$ cat src/rtl/aes128_arbiter.sv
// ---------------------------------------------------------------------------
// aes128_arbiter
// Round-robin scheduler sharing one AES-128 encrypt core among N_REQ
// requesters. A job (plaintext + key) is taken over a valid/ready handshake,
// the core is driven with a level-sensitive start and watched for a finish
// level, and the ciphertext (or a watchdog error) is returned to the granted
// requester over a valid/ready response channel.
//
// Ports
//   clk, rst     : clock, synchronous active-high reset
//   req_valid    : per-requester job request
//   req_ready    : one-hot job accept (IDLE only)
//   req_data/key : N_REQ packed 128-bit slices, slice i = requester i
//   rsp_valid    : one-hot response valid for the owning requester
//   rsp_ready    : per-requester response accept
//   rsp_data/err : shared ciphertext, err = watchdog timeout
//   aes_start    : registered core start level
//   aes_in/key   : registered core operands
//   aes_finish   : core done level
//   aes_out      : core result
//   busy         : high whenever the FSM is not IDLE
//   grant_id     : index of the current or last granted requester
// ---------------------------------------------------------------------------
module aes128_arbiter #(
   parameter int N_REQ      = 4,
   parameter int GAP_CYCLES = 2,
   parameter int TIMEOUT    = 64
) (
   input  logic                 clk,
   input  logic                 rst,
   input  logic [N_REQ-1:0]     req_valid,
   output logic [N_REQ-1:0]     req_ready,
   input  logic [N_REQ*128-1:0] req_data,
   input  logic [N_REQ*128-1:0] req_key,
   output logic [N_REQ-1:0]     rsp_valid,
   input  logic [N_REQ-1:0]     rsp_ready,
   output logic [127:0]         rsp_data,
   output logic                 rsp_err,
   output logic                 aes_start,
   output logic [127:0]         aes_in,
   output logic [127:0]         aes_key,
   input  logic                 aes_finish,
   input  logic [127:0]         aes_out,
   output logic                 busy,
   output logic [2:0]           grant_id
);

   localparam int GAP_W = (GAP_CYCLES > 1) ? $clog2(GAP_CYCLES) : 1;
   localparam int RUN_W = $clog2(TIMEOUT + 1);

   typedef enum logic [1:0] {ST_IDLE, ST_GAP, ST_RUN, ST_RESP} state_t;

   state_t             r_state;
   state_t             w_state_next;
   logic [GAP_W-1:0]   r_gap;
   logic [RUN_W-1:0]   r_run;
   logic [2:0]         r_grant_id;
   logic [2:0]         r_last_grant;
   logic               r_aes_start;
   logic [127:0]       r_aes_in;
   logic [127:0]       r_aes_key;
   logic [127:0]       r_rsp_data;
   logic               r_rsp_err;
   logic [N_REQ-1:0]   r_rsp_valid;

   logic               w_found;
   logic [2:0]         w_win_idx;
   logic [N_REQ-1:0]   w_win_oh;
   logic [127:0]       w_sel_data;
   logic [127:0]       w_sel_key;
   logic [N_REQ-1:0]   w_grant_oh;
   logic               w_rsp_hs;
   logic               w_fin_acc;
   logic               w_tmo;

   // Round-robin search: first the indices above the last grant, then wrap
   // around to the indices at or below it.
   always_comb begin
      w_found   = 1'b0;
      w_win_idx = '0;
      w_win_oh  = '0;
      for (int k = 0; k < N_REQ; k++) begin
         if (!w_found && req_valid[k] && (k > int'(r_last_grant))) begin
            w_found     = 1'b1;
            w_win_idx   = 3'(k);
            w_win_oh[k] = 1'b1;
         end
      end
      for (int k = 0; k < N_REQ; k++) begin
         if (!w_found && req_valid[k] && (k <= int'(r_last_grant))) begin
            w_found     = 1'b1;
            w_win_idx   = 3'(k);
            w_win_oh[k] = 1'b1;
         end
      end
   end

   // Operand mux driven by the one-hot winner (constant part-selects only).
   always_comb begin
      w_sel_data = '0;
      w_sel_key  = '0;
      for (int k = 0; k < N_REQ; k++) begin
         if (w_win_oh[k]) begin
            w_sel_data = req_data[k*128 +: 128];
            w_sel_key  = req_key[k*128 +: 128];
         end
      end
   end

   for (genvar gi = 0; gi < N_REQ; gi++) begin : g_grant_oh
      assign w_grant_oh[gi] = (r_grant_id == 3'(gi));
   end

   // Only the owner's rsp_ready matters; other bits are masked off.
   assign w_rsp_hs  = |(rsp_ready & w_grant_oh);
   // A finish on the first RUN cycle is stale (start was low the cycle before).
   assign w_fin_acc = aes_finish && (r_run != '0);
   // Last allowed start-high cycle; the counter would reach TIMEOUT next.
   assign w_tmo     = (r_run == RUN_W'(TIMEOUT - 1));

   // State register
   always_ff @(posedge clk) begin
      if (rst) r_state <= ST_IDLE;
      else     r_state <= w_state_next;
   end

   // Next-state logic
   always_comb begin
      w_state_next = r_state;
      case (r_state)
         ST_IDLE: if (w_found)            w_state_next = ST_GAP;
         ST_GAP:  if (r_gap == '0)        w_state_next = ST_RUN;
         ST_RUN:  if (w_fin_acc || w_tmo) w_state_next = ST_RESP;
         ST_RESP: if (w_rsp_hs)           w_state_next = ST_IDLE;
         default:                         w_state_next = ST_IDLE;
      endcase
   end

   // Output logic
   always_comb begin
      req_ready = (r_state == ST_IDLE) ? w_win_oh : '0;
      busy      = (r_state != ST_IDLE);
   end

   // Datapath registers
   always_ff @(posedge clk) begin
      if (rst) begin
         r_gap        <= '0;
         r_run        <= '0;
         r_grant_id   <= '0;
         r_last_grant <= 3'(N_REQ - 1);
         r_aes_start  <= 1'b0;
         r_aes_in     <= '0;
         r_aes_key    <= '0;
         r_rsp_data   <= '0;
         r_rsp_err    <= 1'b0;
         r_rsp_valid  <= '0;
      end else begin
         // Start is a pure function of the next state so it is high exactly
         // for the RUN cycles.
         r_aes_start <= (w_state_next == ST_RUN);
         case (r_state)
            ST_IDLE: begin
               if (w_found) begin
                  r_aes_in     <= w_sel_data;
                  r_aes_key    <= w_sel_key;
                  r_grant_id   <= w_win_idx;
                  r_last_grant <= w_win_idx;
                  r_gap        <= GAP_W'(GAP_CYCLES - 1);
               end
            end
            ST_GAP: begin
               r_run <= '0;
               if (r_gap != '0) r_gap <= r_gap - GAP_W'(1);
            end
            ST_RUN: begin
               r_run <= r_run + RUN_W'(1);
               if (w_fin_acc) begin
                  r_rsp_data  <= aes_out;
                  r_rsp_err   <= 1'b0;
                  r_rsp_valid <= w_grant_oh;
               end else if (w_tmo) begin
                  r_rsp_data  <= '0;
                  r_rsp_err   <= 1'b1;
                  r_rsp_valid <= w_grant_oh;
               end
            end
            ST_RESP: begin
               if (w_rsp_hs) r_rsp_valid <= '0;
            end
            default: ;
         endcase
      end
   end

   assign rsp_valid = r_rsp_valid;
   assign rsp_data  = r_rsp_data;
   assign rsp_err   = r_rsp_err;
   assign aes_start = r_aes_start;
   assign aes_in    = r_aes_in;
   assign aes_key   = r_aes_key;
   assign grant_id  = r_grant_id;

endmodule

$ cat config.mk
export PLATFORM = sky130hd
export DESIGN_NAME = aes128_arbiter
export DESIGN_NICKNAME = d
export VERILOG_FILES = /design/src/rtl/aes128_arbiter.sv
export SDC_FILE = /design/constraint.sdc
export NUM_CORES = 1
export LEC_CHECK = 0
export BUFFER_PORTS_ARGS = -buffer_cell sky130_fd_sc_hd__buf_4
export CAP_MARGIN = 10
export CORE_AREA = 2 2 600 602
export DETAILED_ROUTE_END_ITERATION = 8
export DIE_AREA = 0 0 602 604
export PLACE_DENSITY = 0.33
export SYNTH_ARGS = -nofsm -noshare
export SYNTH_HDL_FRONTEND = slang
export SYNTH_SLANG_ARGS = --single-unit
$ cat constraint.sdc
create_clock -name clk -period 2.1 [get_ports clk]
set_input_delay 0.42 -clock clk [delete_from_list [all_inputs] [get_ports clk]]
set_output_delay 0.42 -clock clk [all_outputs]
set_load 0.05 [all_outputs]
==> metrics.cfg, run 1 <==
[cells_and_area]
nFillCells = 40672
instances_no_fill = 9955
final_cell_mix = 1887 x buf_4, 407 x dlygate4sd3_1, 398 x dfxtp_1
drive_gt1_frac = 0.5194
finish.utilization = 0.1518
fin_area_um2 = 54280
syn2layout_area_growth_pct = 150.6
final_common_cell = buf_4
multi_input_area_um2 = 14610
layout.nets = 6216
register_area_um2 = 8100

[critical_path]
crit_arrival_ns = 2.18
criticalPathCategory = reg -> out
worstPathMaxFanout = 7
crit_start = r_last_grant[1]
r2r-start = r_last_grant[1]
startpoint_type = flop
cp-end-kind = primary output
worstPathRequired_ns = 1.68
reg2reg_slack_ns = -0.49

[drt]
ant_nets = 0
vias_per_cell = 3.512
routedWlPerCell_um = 30.67
drt_iter0_drc = 2569
dr_total_vias = 34957
drt-pass1-iter-count = 7
drc = 0
wl_mm = 305.3

[sta]
rsz0062_at_grt = yes
tightest_slew_ns = 0.7987
finalMaxSlewViolations = 0
clock-skew-final_ns = 0.03139
max_freq_mhz = 385.3
holdWs_ns = 0.05069
finalSetupViolations = 377
fin_crit_sh = 1.236
relSlewSlack = 0.4675
fin_ws_ns = -0.4957
period_needed_ns = 2.596
timing.final.hold_violations = 0

[logic_synthesis]
synth_area_um2 = 21660
synth-edff-count = 0
synthCells = 2782
synthesis.nets = 3952
synth.distinct_cells = 45
ys.flop_type = dfxtp_1
ys_warn_count = 0
syn_area_per_cell_um2 = 7.786
seq_area_frac_synth = 0.3734
synth_seq_cells = 404
synthArstFlopShare = 0

[global_routing]
antenna_found_initial = 238
grt_pass1_vias = 34680
grt.overflow.total = 0
grt_max_degree = 87
grt_pass1_wl_mm = 379.0
grt_usage = 0.1594

[clock_network]
cts_made_buffers = 71
htreeDepth = 3
clock_sinks = 404
clockBufferDepth = 4
insertion_delay_ns = 0.74
clock-root-buffer = clkbuf_16
clkTransAtPathRegs_ns = 0.06
cts_tree = built

[place]
portBuffers = 1559
placedCellCount = 9192
placement.cell_area_um2 = 42090
hpwl_mm = 258.6
place_congestion = 0.9174

[die]
initial_core_util = 0.06058
die_h_um = 604
ios = 1561
num_rows = 220
die_area_um2 = 363600
design.core.area_um2 = 357600
fp.dieW_um = 602

[worst_hold_path]
min_from = req_key[259]
hold_path.class = in -> reg

[pwr]
total_power_w = 0.04030
p_per_area_nw_per_um2 = 742.4
vdd_drop_max_uv = 442.9
power.leakage_nw = 21.86

[status]
status = complete, but fails checks
violations = negative setup slack

[run]
cap_violations = 0

==> cell families (layout without fill, tap and decap cells) <==
group / after synthesis / in the layout / share of synthesized area
AOI/OAI and AO/OA: 1181 / 1181 / 0.3420
xor gates and xnor gates: 4 / 4 / 0.001618
other: 1 / 93 / 0.0001731
buffers and inverters: 356 / 2664 / 0.06954
DFF: 404 / 404 / 0.3734
and+or+nand+nor: 823 / 823 / 0.2059
adders and majority gates: 7 / 7 / 0.004043
muxes: 6 / 6 / 0.003350
==> power breakdown <==
group	internal (W)	switching, W	leakage (nW)
combinational	0.00764	0.0112	17.4
sequential	0.00855	0.000677	3.32
clock	0.00733	0.00493	1.11
total	0.0235	0.0168	21.9
==> critical path: stages, from the launching register on <==
cell	delay (ns)
dfxtp_4	0.38
buf_6	0.13
o221a_4	0.21
a211oi_4	0.19
buf_6	0.14
buf_6	0.10
nand2_8	0.06
clkinvlp_4	0.07
buf_8	0.13
==> layer usage <==
layer	up-vias	GRT usage	share of wire
li1	15245	-	-
met1	17214	0.1757	0.38
met2	1854	0.2927	0.51
met3	578	0.04676	0.072
met4	66	0.04672	0.036
met5	-	0	0.0015
==> area by class of cell <==
class / count / share of cell area
Antenna cell: 92 / 0.004241
Multi-Input combinational cell: 2022 / 0.2691
Clock buffer: 97 / 0.03729
Sequential cell: 404 / 0.1492
Inverter: 11 / 0.0009911
Timing Repair Buffer: 2536 / 0.4244
Tap cell: 4773 / 0.1100
Clock inverter: 20 / 0.004794
==> flip-flops by register name (all words and copies together), names as in the netlist, 2 cells and up <==
| signal | flops |
|---|---|
| aes_in | 128 |
| aes_key | 128 |
| rsp_data | 128 |
| r_run | 7 |
| rsp_valid | 4 |
| grant_id | 2 |
| r_last_grant | 2 |
| r_state | 2 |
==> worst paths after layout <==
| check | endpoint | cells past startpoint |
|---|---|---|
| min | aes_key[3] | 3 |
| max | req_ready[3] | 8 |
| max reg2reg | aes_in[86] | 16 |
| min reg2reg | rsp_data[117] | 1 |
==> metrics by stage <==
step | setup WS, ns | setup TNS (ns)
after floorplan | -0.006765 | -0.01045
after global placement | -0.8614 | -68.10
after detailed placement | -0.8186 | -72.86
after CTS | -0.6455 | -67.22
after global routing | -0.6337 | -130.11
final | -0.4957 | -95.74
==> cell usage after synthesis, types with 3 or more instances <==
cell type | number | area [um^2]
a211oi_1 | 259 | 1944
a21oi_1 | 263 | 1316
a22o_1 | 128 | 1121
buf_1 | 44 | 165.2
buf_2 | 52 | 260.3
buf_6 | 13 | 146.4
clkbuf_1 | 234 | 878.3
dfxtp_1 | 404 | 8088
ha_1 | 7 | 87.58
inv_1 | 11 | 41.29
mux2i_1 | 5 | 50.05
nand2_1 | 13 | 48.80
nand2b_1 | 8 | 50.05
nand3_1 | 258 | 1291
nand4b_1 | 3 | 26.28
nor2_1 | 267 | 1002
nor2b_1 | 4 | 25.02
nor3b_1 | 257 | 1929
o21ai_0 | 173 | 865.8
o21ai_1 | 89 | 445.4
o22ai_1 | 257 | 1608
or3_1 | 3 | 18.77
xor2_1 | 3 | 26.28
==> repair_timing <==
action,4_1_cts,5_1_grt
hold endpoints to repair,334,0
cloned,42,7
setup endpoints to repair,380,397
setup buffers,94,21
hold buffers,407,0
pin swaps,195,98
gates resized for setup,547,240
(Power assumes the default switching activity.)
==> inputs of run 2 (changes only) <==
--- a/config.mk
+++ b/config.mk
@@ -11,6 +11,7 @@
 export DETAILED_ROUTE_END_ITERATION = 8
 export DIE_AREA = 0 0 602 604
 export PLACE_DENSITY = 0.33
+export REMOVE_ABC_BUFFERS = 1
 export SYNTH_ARGS = -nofsm -noshare
 export SYNTH_HDL_FRONTEND = slang
 export SYNTH_SLANG_ARGS = --single-unit
==> metrics.cfg, run 2 (synthesis results as in run 1) <==
[critical_path]
worstPathRequired_ns = 1.68
critPathMaxStageDelay_ns = 0.37
criticalPathCategory = reg -> out
crit_arrival_ns = 2.20
cp-end-kind = primary output
cp_cell_sequence = buf_6, o22ai_4, a21oi_4, buf_12, or3_4, inv_2, buf_8
reg2reg_slack_ns = -0.41
r2r_end = aes_key[12]
r2r_cells = 13
worstPathMaxFanout = 5
r2r-start = r_last_grant[1]
crit_slowest_cell = dfxtp_4
startpoint_type = flop

[place]
dp_slack_ns = -0.5019
place_congestion = 0.9441
portBuffers = 1559
hpwl_mm = 225.2

[worst_hold_path]
hold_end = aes_key[80]
min_path_cells = 3
min_from = req_key[336]
hold_path.class = in -> reg

[cells_and_area]
syn2layout_area_growth_pct = 150.6
drive_gt1_frac = 0.5013
nFillCells = 40686
final_common_cell = buf_4
layout.nets = 6230
final_cell_mix = 1837 x buf_4, 449 x dlygate4sd3_1, 398 x dfxtp_1

[clock_network]
insertion_delay_ns = 0.77
clock-root-buffer = clkbuf_16
clock_sinks = 404
clkTransAtPathRegs_ns = 0.06
cts_made_buffers = 71
clockBufferDepth = 4
htreeDepth = 3
cts_tree = built

[sta]
fin_ws_ns = -0.5216
fin_crit_sh = 1.248
rsz0062_at_grt = yes
finalSetupViolations = 393
max_freq_mhz = 381.4
timing.final.hold_violations = 0
period_needed_ns = 2.622
finalMaxSlewViolations = 0
clock-skew-final_ns = 0.05843
tightest_slew_ns = 0.5308
relSlewSlack = 0.6461

[global_routing]
grt.overflow.total = 0
grt_max_degree = 70
grt_usage = 0.1439
grt_pass1_wl_mm = 349.3
antenna_found_initial = 129
grt_pass1_vias = 34125

[pwr]
total_power_w = 0.04033
power.leakage_nw = 21.82
p_clk_frac = 0.295
seqPwrFrac = 0.228
p_int_w = 0.02330
p_sw_frac = 0.4223
p_per_area_nw_per_um2 = 742.9
power.share.combinational = 0.476
switching_power_w = 0.01703
vdd_drop_max_uv = 488.0

[drt]
drt-pass1-iter-count = 5
drt_iter0_drc = 2465
ant_nets = 0
routedWlPerCell_um = 28.79
dr_total_vias = 34738
wl_mm = 285.5
vias_per_cell = 3.504
drc = 0

[die]
die_area_um2 = 363600
design.core.area_um2 = 357600
ios = 1561
die_h_um = 604
fp.dieW_um = 602
num_rows = 220
initial_core_util = 0.06058

[status]
status = complete, but fails checks
violations = negative setup slack

[run]
cap_violations = 0

run 2: how the worst max path moves through the flow:
stage                          startpoint  cells after the start            to  slack, ns
after floorplan           r_last_grant[1]                      4  req_ready[1]      -8.90
after global placement       req_valid[0]                      8  aes_key[109]      -0.48
after detailed placement     req_valid[3]                      8  aes_key[126]      -0.50
after CTS                 r_last_grant[1]                      7  req_ready[1]      -0.61
after global routing      r_last_grant[1]                      7  req_ready[1]      -0.61
final                     r_last_grant[1]                      7  req_ready[1]      -0.52
run 2: through the flow:
stage                     setup TNS, ns  cell area (um^2)  instances  hold slack, ns  utilization
final                            -86.19             54290       9915         0.05558       0.1518
after global routing            -112.06             54250       9900        0.007445       0.1517
after CTS                        -60.48             50620       9770      0.00006312       0.1416
after detailed placement         -74.14             41590       9118          0.4647       0.1163
after global placement           -69.69             41590       9118          0.4631       0.1163
after floorplan                -3029.19             20200       2437          0.4660            -
run 2: metal layers:
layer	share of wire	global-route usage	wire (um)	up-vias
li1	-	-	-	15191
met5	0.0015	0	435	-
met4	0.032	0.03824	9201	64
met1	0.39	0.1643	112100	17289
met2	0.50	0.2565	141500	1732
met3	0.078	0.04497	22180	462
run 2: cell type report:
class                      count  area, um^2  share of cell area
clock buffer                  99        2012             0.03706
tap                         4773        5972              0.1100
timing repair buffer        2550       23650              0.4357
multi-input combinational   2022       14210              0.2618
antenna                       33       82.58            0.001521
inverter                      11       48.80           0.0008988
clock inverter                23       207.7            0.003826
sequential                   404        8100              0.1492
run 2: timing repair:
action                                  CTS  global route
gates resized for setup                 230           443
hold buffers                            448             1
buffers inserted                         56            79
hold endpoints to repair                367             1
gates cloned                             26            46
endpoints found under the setup margin  368           397
pin swaps                                72           168
run 2: power by group through the flow:
stage               logic [W]  registers [W]  clock network, W
detailed placement     0.0153        0.00935                 0
global placement       0.0154        0.00934                 0
finish                 0.0192        0.00922            0.0119
floorplan             0.00483         0.0120                 0
global route           0.0201        0.00929            0.0126
CTS                    0.0175        0.00921            0.0124
run 2: worst max-delay path: cells and delay by family, from the launching register on:
family / cells / cell delay, ns
buf+inv: 4 / 0.48
flops: 1 / 0.37
simple gates: 1 / 0.37
compound gates: 2 / 0.22
==> inputs of run 3 (changes only) <==
--- a/config.mk
+++ b/config.mk
@@ -5,11 +5,12 @@
 export SDC_FILE = /design/constraint.sdc
 export NUM_CORES = 1
 export LEC_CHECK = 0
+export ABC_AREA = 1
 export BUFFER_PORTS_ARGS = -buffer_cell sky130_fd_sc_hd__buf_4
 export CAP_MARGIN = 10
-export CORE_AREA = 2 2 600 602
+export CORE_AREA = 2 2 606 608
 export DETAILED_ROUTE_END_ITERATION = 8
-export DIE_AREA = 0 0 602 604
+export DIE_AREA = 0 0 608 610
 export PLACE_DENSITY = 0.33
 export REMOVE_ABC_BUFFERS = 1
 export SYNTH_ARGS = -nofsm -noshare
==> metrics.cfg, run 3 <==
[global_routing]
grt_pass1_vias = 35883
grt.overflow.total = 0
grt_usage = 0.1443
antenna_found_initial = 125
grt_pass1_wl_mm = 357.1
grt_max_degree = 133

[pwr]
p_int_w = 0.02368
power.share.combinational = 0.489
total_power_w = 0.04188
p_clk_frac = 0.288
seqPwrFrac = 0.223
vdd_drop_max_uv = 423.0
power.leakage_nw = 25.18
p_per_area_nw_per_um2 = 743.3
p_sw_frac = 0.4346
switching_power_w = 0.01820

[logic_synthesis]
synth.most_common_cell = nand2_1
synthDominantCellAreaShare = 0.3662
synth-edff-count = 0
synth_area_leaders = dfxtp_1 37%, nand2_1 20%, nor2_1 9.2%, nand4_1 7.3%, nand3_1 6.2%
synthCells = 3550
ys.flop_type = dfxtp_1
synth_area_um2 = 22090
ys_top_cells_by_count = 1193 x nand2_1, 539 x nor2_1, 404 x dfxtp_1
yosysTopAreaCell = dfxtp_1
seq_area_frac_synth = 0.3662
ys_warn_count = 0
syn_area_per_cell_um2 = 6.221
synthArstFlopShare = 0
synth_seq_cells = 404
synth.distinct_cells = 29

[drt]
dr_total_vias = 36026
drc = 0
routedWlPerCell_um = 26.35
wl_mm = 286.6
vias_per_cell = 3.312
drt-pass1-iter-count = 8
drt_iter0_drc = 2553
ant_nets = 0

[cells_and_area]
drive_gt1_frac = 0.4313
instances_no_fill = 10877
syn2layout_area_growth_pct = 155.1
final_common_cell = buf_4
layout.nets = 7148
final_cell_mix = 1742 x buf_4, 1001 x nand2_1, 718 x dlygate4sd3_1
nFillCells = 41906

[status]
status = complete, but fails checks
violations = negative setup slack

[critical_path]
path_delay_family = buffers and inverters
cp_common_cell = buf_6
cp_cell_sequence = inv_2, nand2_4, nand4_4, buf_6, o21ai_4, buf_6, inv_4, nor2_4, buf_12
crit_arrival_ns = 2.06
worstPathRequired_ns = 1.68
cp-end-kind = primary output
crit_buf_inv = 5
startpoint_type = flop
crit_slowest_cell = dfxtp_4
critPathMaxStageDelay_ns = 0.38
criticalPathCategory = reg -> out
worstPathMaxFanout = 4

[die]
num_rows = 222
fp.dieW_um = 608
initial_core_util = 0.06060
die_h_um = 610
ios = 1561
die_area_um2 = 370900
design.core.area_um2 = 364400

[clock_network]
cts_tree = built
cts_made_buffers = 71
clkTransAtPathRegs_ns = 0.05
insertion_delay_ns = 0.77
clockBufferDepth = 4
htreeDepth = 3
clock-root-buffer = clkbuf_16
clock_sinks = 404

[sta]
timing.final.hold_violations = 0
rsz0062_at_grt = yes
finalMaxSlewViolations = 0
tightest_slew_ns = 0.7448
clock-skew-final_ns = 0.04460
max_freq_mhz = 402.4
fin_ws_ns = -0.3849
setup_tns_ns = -11.89
fin_crit_sh = 1.183
relSlewSlack = 0.5035
finalSetupViolations = 176
period_needed_ns = 2.485

[place]
hpwl_mm = 231.5
placedCellCount = 9885
place_congestion = 0.9715
portBuffers = 1559

[run]
cap_violations = 0

[worst_hold_path]
hold_path.class = in -> reg

==> run 3: layer usage <==
layer | vias to the layer above | wire length (um) | track usage
met5 | - | 362 | 0
met4 | 58 | 7905 | 0.03463
met3 | 392 | 16380 | 0.03152
met2 | 1376 | 143300 | 0.2576
met1 | 17589 | 118700 | 0.1744
li1 | 16611 | - | -
==> run 3: layout make-up <==
cell class              instances  area [um^2]  area share
multi-input cells            2817        15620      0.2772
diodes                         38        95.09    0.001687
repair buffers               2653        24070      0.4271
well taps                    4816         6026      0.1069
clock inverters                22        202.7    0.003597
flip-flops and latches        404         8112      0.1439
inverters                      30        178.9    0.003175
clock buffers                  96         2021     0.03586
repair inverters                1        30.03   0.0005329
==> run 3: path summary, 6_finish.rpt <==
check | start | to | slack (ns) | depth (start not counted)
max | r_last_grant[1] | req_ready[1] | -0.38 | 9
min reg2reg | rsp_data[98] | rsp_data[98] | 0.46 | 2
max reg2reg | r_last_grant[0] | aes_key[126] | -0.15 | 16
min | req_key[257] | aes_key[1] | 0.04 | 5
==> run 3: tightest hold or removal path, stage by stage <==
cell	delay (ns)
buf_4	0.09
nand2_4	0.05
nand3_4	0.06
nor2_2	0.03
nor2_1	0.07
==> run 3: cells by family (layout without fill, tap and decap cells) <==
group | count (synthesis) | count (layout) | share of synthesized area
simple gates | 2406 | 2406 | 0.4707
xor+xnor | 1 | 1 | 0.0003966
compound gates | 402 | 402 | 0.09177
flops | 404 | 404 | 0.3662
buf+inv | 329 | 2802 | 0.06685
other cells | 1 | 39 | 0.0001698
fa+ha+maj | 7 | 7 | 0.003965
==> run 3: what timing repair did <==
action | CTS | global route
hold buffers | 718 | 0
cloned | 27 | 19
endpoints found under the hold margin | 362 | 0
setup buffers | 45 | 37
setup endpoints to repair | 158 | 265
gates resized for setup | 521 | 530
pin swaps | 153 | 137
==> run 3: power by group through the flow <==
stage / registers (W) / logic, W / clock network [W]
detailed placement: 0.00945 / 0.0159 / 0
finish: 0.00936 / 0.0205 / 0.0121
CTS: 0.00933 / 0.0192 / 0.0127
global placement: 0.00946 / 0.0159 / 0
floorplan: 0.0123 / 0.00498 / 0
global route: 0.00946 / 0.0216 / 0.0128
==> run 3: through the flow <==
stage                     hold slack [ns]  instance area, um^2  utilization  worst slack, ns
after floorplan                    0.4494                20720            -           -10.63
after global placement             0.4510                41220       0.1131          -0.5044
after detailed placement           0.4524                41220       0.1131          -0.5156
after CTS                       0.0001049                53780       0.1476          -0.5419
after global routing            0.0004891                56280       0.1544          -0.5033
final                             0.04385                56350       0.1546          -0.3849
